<file path="src/rtl/fetch_pkg.sv">
// Shared types and constants for the fetch stage and the branch unit.
package fetch_pkg;
  localparam int XLEN        = 32;
  localparam int INSTR_BYTES = 4;

  // Opcodes that can redirect fetch; the branch unit decodes these.
  localparam logic [6:0] OPC_JAL    = 7'b1101111;
  localparam logic [6:0] OPC_JALR   = 7'b1100111;
  localparam logic [6:0] OPC_BRANCH = 7'b1100011;

  typedef enum logic [1:0] {IDLE, REQ, WAIT, DROP} fetch_state_e;

  // One fetched instruction together with its address.
  typedef struct packed {
    logic [XLEN-1:0] instr;
    logic [XLEN-1:0] pc;
  } fetch_ent_t;
endpackage

</file>
<file path="src/rtl/fetch_if.sv">
// Instruction-memory port: req/gnt address phase, in-order rvalid data phase.
interface fetch_if #(parameter int XLEN = 32);
  logic            req;
  logic [XLEN-1:0] addr;
  logic            gnt;
  logic            rvalid;
  logic [XLEN-1:0] rdata;

  modport master (output req, addr, input gnt, rvalid, rdata);
  modport slave  (input req, addr, output gnt, rvalid, rdata);
endinterface

</file>
<file path="src/rtl/fetch_buf.sv">
// One-entry prefetch buffer holding a returned word while decode is stalled.
module fetch_buf
  import fetch_pkg::*;
(
  input  logic       clk,
  input  logic       rst,
  input  logic       push_i,
  input  logic       pop_i,
  input  logic       flush_i,
  input  fetch_ent_t din_i,
  output fetch_ent_t dout_o,
  output logic       full_o
);
  logic       full_q;
  fetch_ent_t data_q;

  // Flush wins over push; push and pop never coincide (push only when output is held).
  always_ff @(posedge clk or negedge rst) begin
    if (!rst) begin
      full_q <= 1'b0;
      data_q <= '0;
    end else if (flush_i) begin
      full_q <= 1'b0;
    end else if (push_i) begin
      full_q <= 1'b1;
      data_q <= din_i;
    end else if (pop_i) begin
      full_q <= 1'b0;
    end
  end

  assign full_o = full_q;
  assign dout_o = data_q;
endmodule

</file>
<file path="src/rtl/fetch_unit.sv">
// PC + instruction fetch with one-deep prefetch and branch redirect.
module fetch_unit
  import fetch_pkg::*;
#(
  parameter int              XLEN     = fetch_pkg::XLEN,
  parameter logic [XLEN-1:0] RESET_PC = '0
) (
  input  logic            clk,
  input  logic            rst,
  input  logic            br_taken,
  input  logic [XLEN-1:0] br_target,
  input  logic            stall,
  fetch_if.master         imem,
  output logic            instr_valid,
  output logic [XLEN-1:0] instr,
  output logic [XLEN-1:0] instr_pc,
  output logic            misalign
);
  localparam logic [XLEN-1:0] STEP = XLEN'(INSTR_BYTES);

  fetch_state_e    state_q, state_d;
  logic [XLEN-1:0] pc_q, fetch_addr_q, tgt;
  logic            instr_valid_q, misalign_q;
  logic [XLEN-1:0] instr_q, instr_pc_q;
  logic            consume, redirect, mis_redir, gnt_acc, rv_acc;
  logic            pend_push, pend_pop, pend_full;
  fetch_ent_t      pend_din, pend_dout;
  logic            unused_bit0;

  assign consume     = instr_valid_q & ~stall;
  assign redirect    = consume & br_taken;
  assign tgt         = {br_target[XLEN-1:1], 1'b0};
  assign unused_bit0 = br_target[0];
  assign mis_redir   = redirect & tgt[1];
  assign gnt_acc     = (state_q == REQ) & imem.gnt;
  assign rv_acc      = (state_q == WAIT) & imem.rvalid;
  // Returned word parks in the buffer only when the output reg is full and held.
  assign pend_push   = rv_acc & ~redirect & instr_valid_q & ~consume;
  assign pend_pop    = consume & ~redirect & pend_full;
  assign pend_din    = '{instr: imem.rdata, pc: fetch_addr_q};

  fetch_buf u_buf (
    .clk(clk), .rst(rst),
    .push_i(pend_push), .pop_i(pend_pop), .flush_i(redirect),
    .din_i(pend_din), .dout_o(pend_dout), .full_o(pend_full)
  );

  // State register.
  always_ff @(posedge clk or negedge rst) begin
    if (!rst) state_q <= REQ;
    else      state_q <= state_d;
  end

  // Next state: a redirect may leave a response in flight, which DROP absorbs.
  always_comb begin
    state_d = state_q;
    if (misalign_q || mis_redir) begin
      state_d = IDLE;
    end else if (redirect) begin
      case (state_q)
        REQ:       state_d = imem.gnt    ? DROP : REQ;
        WAIT, DROP: state_d = imem.rvalid ? REQ  : DROP;
        default:   state_d = REQ;
      endcase
    end else begin
      case (state_q)
        IDLE:    if (!pend_full || pend_pop) state_d = REQ;
        REQ:     if (imem.gnt)    state_d = WAIT;
        WAIT:    if (imem.rvalid) state_d = pend_push ? IDLE : REQ;
        DROP:    if (imem.rvalid) state_d = REQ;
        default: state_d = IDLE;
      endcase
    end
  end

  // Outputs decoded from state; request is suppressed while reset is held.
  always_comb begin
    imem.req  = rst & (state_q == REQ);
    imem.addr = pc_q;
  end

  // PC advances on grant; a redirect replaces it outright (wraps mod 2^XLEN).
  always_ff @(posedge clk or negedge rst) begin
    if (!rst) begin
      pc_q         <= RESET_PC;
      fetch_addr_q <= '0;
    end else if (redirect) begin
      pc_q <= tgt;
    end else if (gnt_acc) begin
      fetch_addr_q <= pc_q;
      pc_q         <= pc_q + STEP;
    end
  end

  // Output register: pending entry first, then rvalid bypass, else empty.
  always_ff @(posedge clk or negedge rst) begin
    if (!rst) begin
      instr_valid_q <= 1'b0;
      instr_q       <= '0;
      instr_pc_q    <= '0;
      misalign_q    <= 1'b0;
    end else begin
      if (mis_redir) misalign_q <= 1'b1;
      if (redirect) begin
        instr_valid_q <= 1'b0;
      end else if (consume || !instr_valid_q) begin
        if (pend_full) begin
          instr_valid_q <= 1'b1;
          instr_q       <= pend_dout.instr;
          instr_pc_q    <= pend_dout.pc;
        end else if (rv_acc) begin
          instr_valid_q <= 1'b1;
          instr_q       <= imem.rdata;
          instr_pc_q    <= fetch_addr_q;
        end else begin
          instr_valid_q <= 1'b0;
        end
      end
    end
  end

  assign instr_valid = instr_valid_q;
  assign instr       = instr_q;
  assign instr_pc    = instr_pc_q;
  assign misalign    = misalign_q;
endmodule

</file>
<file path="src/flat_wrapper.sv">
// flat-port wrapper written by rule: the top's interface ports become plain ports
module fetch_unit_flat import fetch_pkg::*;
#(
  parameter int              XLEN     = fetch_pkg::XLEN,
  parameter logic [XLEN-1:0] RESET_PC = '0
)
  (clk, rst, br_taken, br_target, stall, instr_valid, instr, instr_pc, misalign, imem_req, imem_addr, imem_gnt, imem_rvalid, imem_rdata);
  fetch_if #(.XLEN(XLEN)) imem_i ();
  input  logic clk;
  input  logic rst;
  input  logic br_taken;
  input  logic [XLEN-1:0] br_target;
  input  logic stall;
  output logic instr_valid;
  output logic [XLEN-1:0] instr;
  output logic [XLEN-1:0] instr_pc;
  output logic misalign;
  output wire logic [$bits(imem_i.req)-1:0] imem_req;
  output wire logic [$bits(imem_i.addr)-1:0] imem_addr;
  input wire logic [$bits(imem_i.gnt)-1:0] imem_gnt;
  input wire logic [$bits(imem_i.rvalid)-1:0] imem_rvalid;
  input wire logic [$bits(imem_i.rdata)-1:0] imem_rdata;
  assign imem_req = imem_i.req;
  assign imem_addr = imem_i.addr;
  assign imem_i.gnt = imem_gnt;
  assign imem_i.rvalid = imem_rvalid;
  assign imem_i.rdata = imem_rdata;
  fetch_unit #(.XLEN(XLEN), .RESET_PC(RESET_PC)) u_core (.clk(clk), .rst(rst), .br_taken(br_taken), .br_target(br_target), .stall(stall), .imem(imem_i), .instr_valid(instr_valid), .instr(instr), .instr_pc(instr_pc), .misalign(misalign));
endmodule
</file>
<file path="config.mk">
export PLATFORM = sky130hd
export DESIGN_NAME = fetch_unit_flat
export DESIGN_NICKNAME = d
export VERILOG_FILES = /design/src/rtl/fetch_pkg.sv /design/src/rtl/fetch_if.sv /design/src/rtl/fetch_buf.sv /design/src/rtl/fetch_unit.sv /design/src/flat_wrapper.sv
export SDC_FILE = /design/constraint.sdc
export NUM_CORES = 1
export LEC_CHECK = 0
export ABC_CLOCK_PERIOD_IN_PS = 2200
export CORE_MARGIN = 2
export CORE_UTILIZATION = 30
export DETAILED_ROUTE_END_ITERATION = 10
export PLACE_DENSITY = 0.51
export REMOVE_ABC_BUFFERS = 1
export SLEW_MARGIN = 20
export SYNTH_ARGS = -nofsm -noshare
export SYNTH_HDL_FRONTEND = slang
export SYNTH_SLANG_ARGS = --single-unit
</file>
<file path="constraint.sdc">
create_clock -name clk -period 2.2 [get_ports clk]
set_clock_uncertainty 0.2 [all_clocks]
set_input_delay 0.33 -clock clk [delete_from_list [all_inputs] [get_ports clk]]
set_output_delay 0.33 -clock clk [all_outputs]
set_load 0.05 [all_outputs]
</file>
==> impl_metrics.tcl, run 1 <==
set metrics [dict create \
    status "complete, but fails checks" \
    failed_checks "setup timing" \
    grt_max_degree 117 \
    synth_seq_cells 193 \
    combPwrFrac_pct 48.3 \
    crit_top_cell "buf_6" \
    n_antenna_cell 0 \
    seqPwrFrac_pct 33.4 \
    synth_area_sq_um 8427 \
    critPathSlowestCell "or4_1" \
    fin_tns_setup_ns -0.008597 \
    min_path_cells 1 \
    rsz0062_at_grt "yes" \
    ys_types 43 \
    netlist_instances 716 \
    synth-seq-area-share_pct 57.33 \
    drc_errors 0 \
    switching_power_mw 7.735 \
    port_buffers 165 \
    hp-class "reg -> reg" \
    end_kind "flip-flop" \
    vias 6094 \
    leakage_nw 5.071 \
    drive_above_1_share_pct 25.24 \
    ir_drop_uv 591.0 \
    syn_to_final_growth_pct 38.28 \
    drtAntennaViolNets 0 \
    cts_sinks 193 \
    yosys_warnings 0 \
    dieArea_sq_um 29450 \
    wire_per_inst_um 16.63 \
    swShare_pct 42.57 \
    finalHoldViolCount 0 \
    drt_pass1_iterations 4 \
    core_sq_um 27710 \
    vias_per_cell 4.641 \
    max_slew_margin_pct 56.62 \
    core.rowCount 61 \
    start_util_pct 30.42 \
    tightest_slew_ns 0.6508 \
    slowest_delay_ns 0.46 \
    cts_tree "done" \
    boundaryPins 169 \
    antenna_found_initial 0 \
    setup_viol_count_final 1 \
    reg2regPathDepth 6 \
    clockBufferDepth 2 \
    clkPwrFrac_pct 18.3 \
    grt_pass1_vias 6135 \
    setup.worst_path.class "reg -> reg" \
    place_congestion 0.7625 \
    fin_hold_ws_ns 0.2402 \
    synth_area_leader_cell "dfrtp_1" \
    grt_pass1_wl_um 34440 \
    grtUsageTotal_pct 15.24 \
    p_int_mw 10.44 \
    htreeDepth 4 \
    overflow 0 \
    crit_path_start_kind "flip-flop" \
    drt-initial-drc-count 305 \
    clkLatencyLatePin_ns 0.42 \
    clk_pin_slew_ns 0.07 \
    syn_area_per_cell_sq_um 11.77 \
    fin_crit_ns 2.209 \
    critical_path.max_fanout 3 \
    yosysTopAreaCellShare_pct 57.02 \
    layout_setup_ws_ns -0.008597 \
    fmax_mhz 452.8 \
    drv_slew 0 \
    hpwl_um 15250 \
    fin_crit_sh_pct 100.4 \
    cp.required_ns 2.31 \
    die_w_um 171.6 \
    die_h_um 171.6 \
    finalWirelength_um 21840 \
    yosys-top-cells-area "dfrtp_1, mux2_2, mux2i_1, o21ai_0, nand2_1" \
    cts_root_buf "clkbuf_16" \
    path_cells "buf_6, nand4_1, or3_4, buf_6, or4_1, a31o_2" \
    worst_ep_arrival_time_ns 2.32 \
    maxCapViolCount 0 \
    cts_inserted_buffers 17 \
    p_per_area_nw_per_um2 1560 \
    layout.nets 995 \
]
==> path summary, 6_finish.rpt <==
| check | startpoint | endpoint | slack (ns) |
|---|---|---|---|
| setup / recovery | u_core.imem.addr[7] | u_core.imem.addr[30] | -0.009 |
| hold / removal | u_core.misalign | u_core.state_q[0] | 0.24 |
| setup reg to reg | u_core.imem.addr[7] | u_core.imem.addr[30] | -0.009 |
| hold reg to reg | u_core.misalign | u_core.state_q[0] | 0.24 |
| max in group asynchronous | rst | u_core.fetch_addr_q[27] | 0.85 |
| min in group asynchronous | rst | u_core.u_buf.full_o | 0.37 |
==> per-stage QoR <==
stage               instance area, sq um  cells  total power, mW  worst slack [ns]  util (%)
finish                             11650   1313            18.17         -0.008597     42.06
global route                       11650   1313            19.36          -0.08256     42.06
CTS                                11610   1313            18.41          -0.02011     41.89
detailed placement                 10920   1277            15.00           -0.4948     39.41
global placement                   10920   1277            14.87           -0.4870     39.41
floorplan                           8232    670            11.60            -4.083         -
==> cell families (layout without fill, tap and decap cells) <==
logic type,count (synthesis),after routing,synth area share (%)
DFF,193,193,57.33
and+or+nand+nor,171,171,10.14
muxes,159,159,20.30
AOI/OAI and AO/OA,124,124,8.196
buffers and inverters,57,275,2.806
xor gates and xnor gates,10,10,1.039
adders and majority gates,1,1,0.1485
other,1,2,0.04450
==> worst max-delay path: cells and delay by family (launching register included) <==
kind | cells | cell delay (ns)
AND/OR/NAND/NOR | 3 | 1.01
flip-flops | 1 | 0.41
buffers and inverters | 2 | 0.25
AO/OA/AOI/OAI | 1 | 0.24
==> flip-flops by register name, indices dropped and copies added, names as in the netlist <==
signal,flops
u_core.state_q,2
u_core.instr,32
u_core.fetch_addr_q,31
u_core.u_buf.dout_o,63
u_core.u_buf.full_o,1
u_core.instr_valid,1
u_core.imem.addr,31
u_core.misalign,1
u_core.instr_pc,31
==> Yosys cell counts (all sizes together) <==
library cell	n
nand3b	3
a41oi	1
xor2	1
inv	10
a22o	1
nor3	5
and3b	3
dfrtp	192
nor2	20
nor4	3
clkbuf	31
or3b	2
xnor2	9
ha	1
mux2i	64
or3	10
conb	1
buf	16
a21oi	5
o31ai	8
and2	1
nand2	91
nand2b	2
or2b	1
dfstp	1
nand3	5
and4	1
nand4	8
nand4b	1
a31o	1
mux2	95
o21ai	86
o211a	1
a21boi	1
or4	15
a31oi	16
a211o	1
o211ai	3
==> cells in the final DEF (no fill, tap or decap), types with 5 or more instances in the layout <==
master           Yosys  final
nand4_1              7      7
o21ai_0             85     85
clkbuf_16            0     17
dlymetal6s2s_1       0      5
buf_4                3     76
buf_12               0      9
or4_1               15     11
dfrtp_1            192    191
nor2_1              20     19
nand2_1             91     91
buf_6                0      8
a31oi_1             16     16
xnor2_1              9      9
mux2i_1             64     64
dlygate4sd2_1        0     10
o31ai_1              8      8
or3_1               10      9
mux2_2              95     95
a21oi_1              5      5
inv_1               10     10
clkdlybuf4s50_1      0    124
==> cell type report <==
cell class                 instances  area [sq um]
inverter                          10         37.54
multi-input combinational        467          3415
timing repair buffer             235          2271
clock buffer                      19         442.9
fill                            2702         16050
tap                              378         473.0
clock inverter                    11         178.9
sequential                       193          4835
==> per-layer routing <==
metal | GRT usage [%] | part of all wire, %
met3 | 3.175 | 4.0
met4 | 3.537 | 1.1
met5 | 0 | 0
met2 | 23.90 | 46
met1 | 21.57 | 49
==> power by group through the flow <==
stage	Combinational (mW)	Sequential, mW	Clock (mW)
final	8.77	6.06	3.33
after global routing	9.47	6.29	3.60
after CTS	8.87	6.08	3.46
after detailed placement	8.85	6.15	0
after global placement	8.77	6.10	0
after floorplan	2.62	8.98	0
==> repair_timing <==
item	CTS	global route
buffers inserted	5	1
endpoints found under the hold margin	192	0
pin swaps	7	9
setup endpoints to repair	23	26
hold buffers	1	0
gates resized for setup	18	15
Note: power is estimated with default switching activity, not from simulation.
==> run 2: changes to the inputs <==
- GPL_ROUTABILITY_DRIVEN: not set -> 0
==> results of run 2 <==
The final DEF is identical to that of run 1; final timing and power are the same.
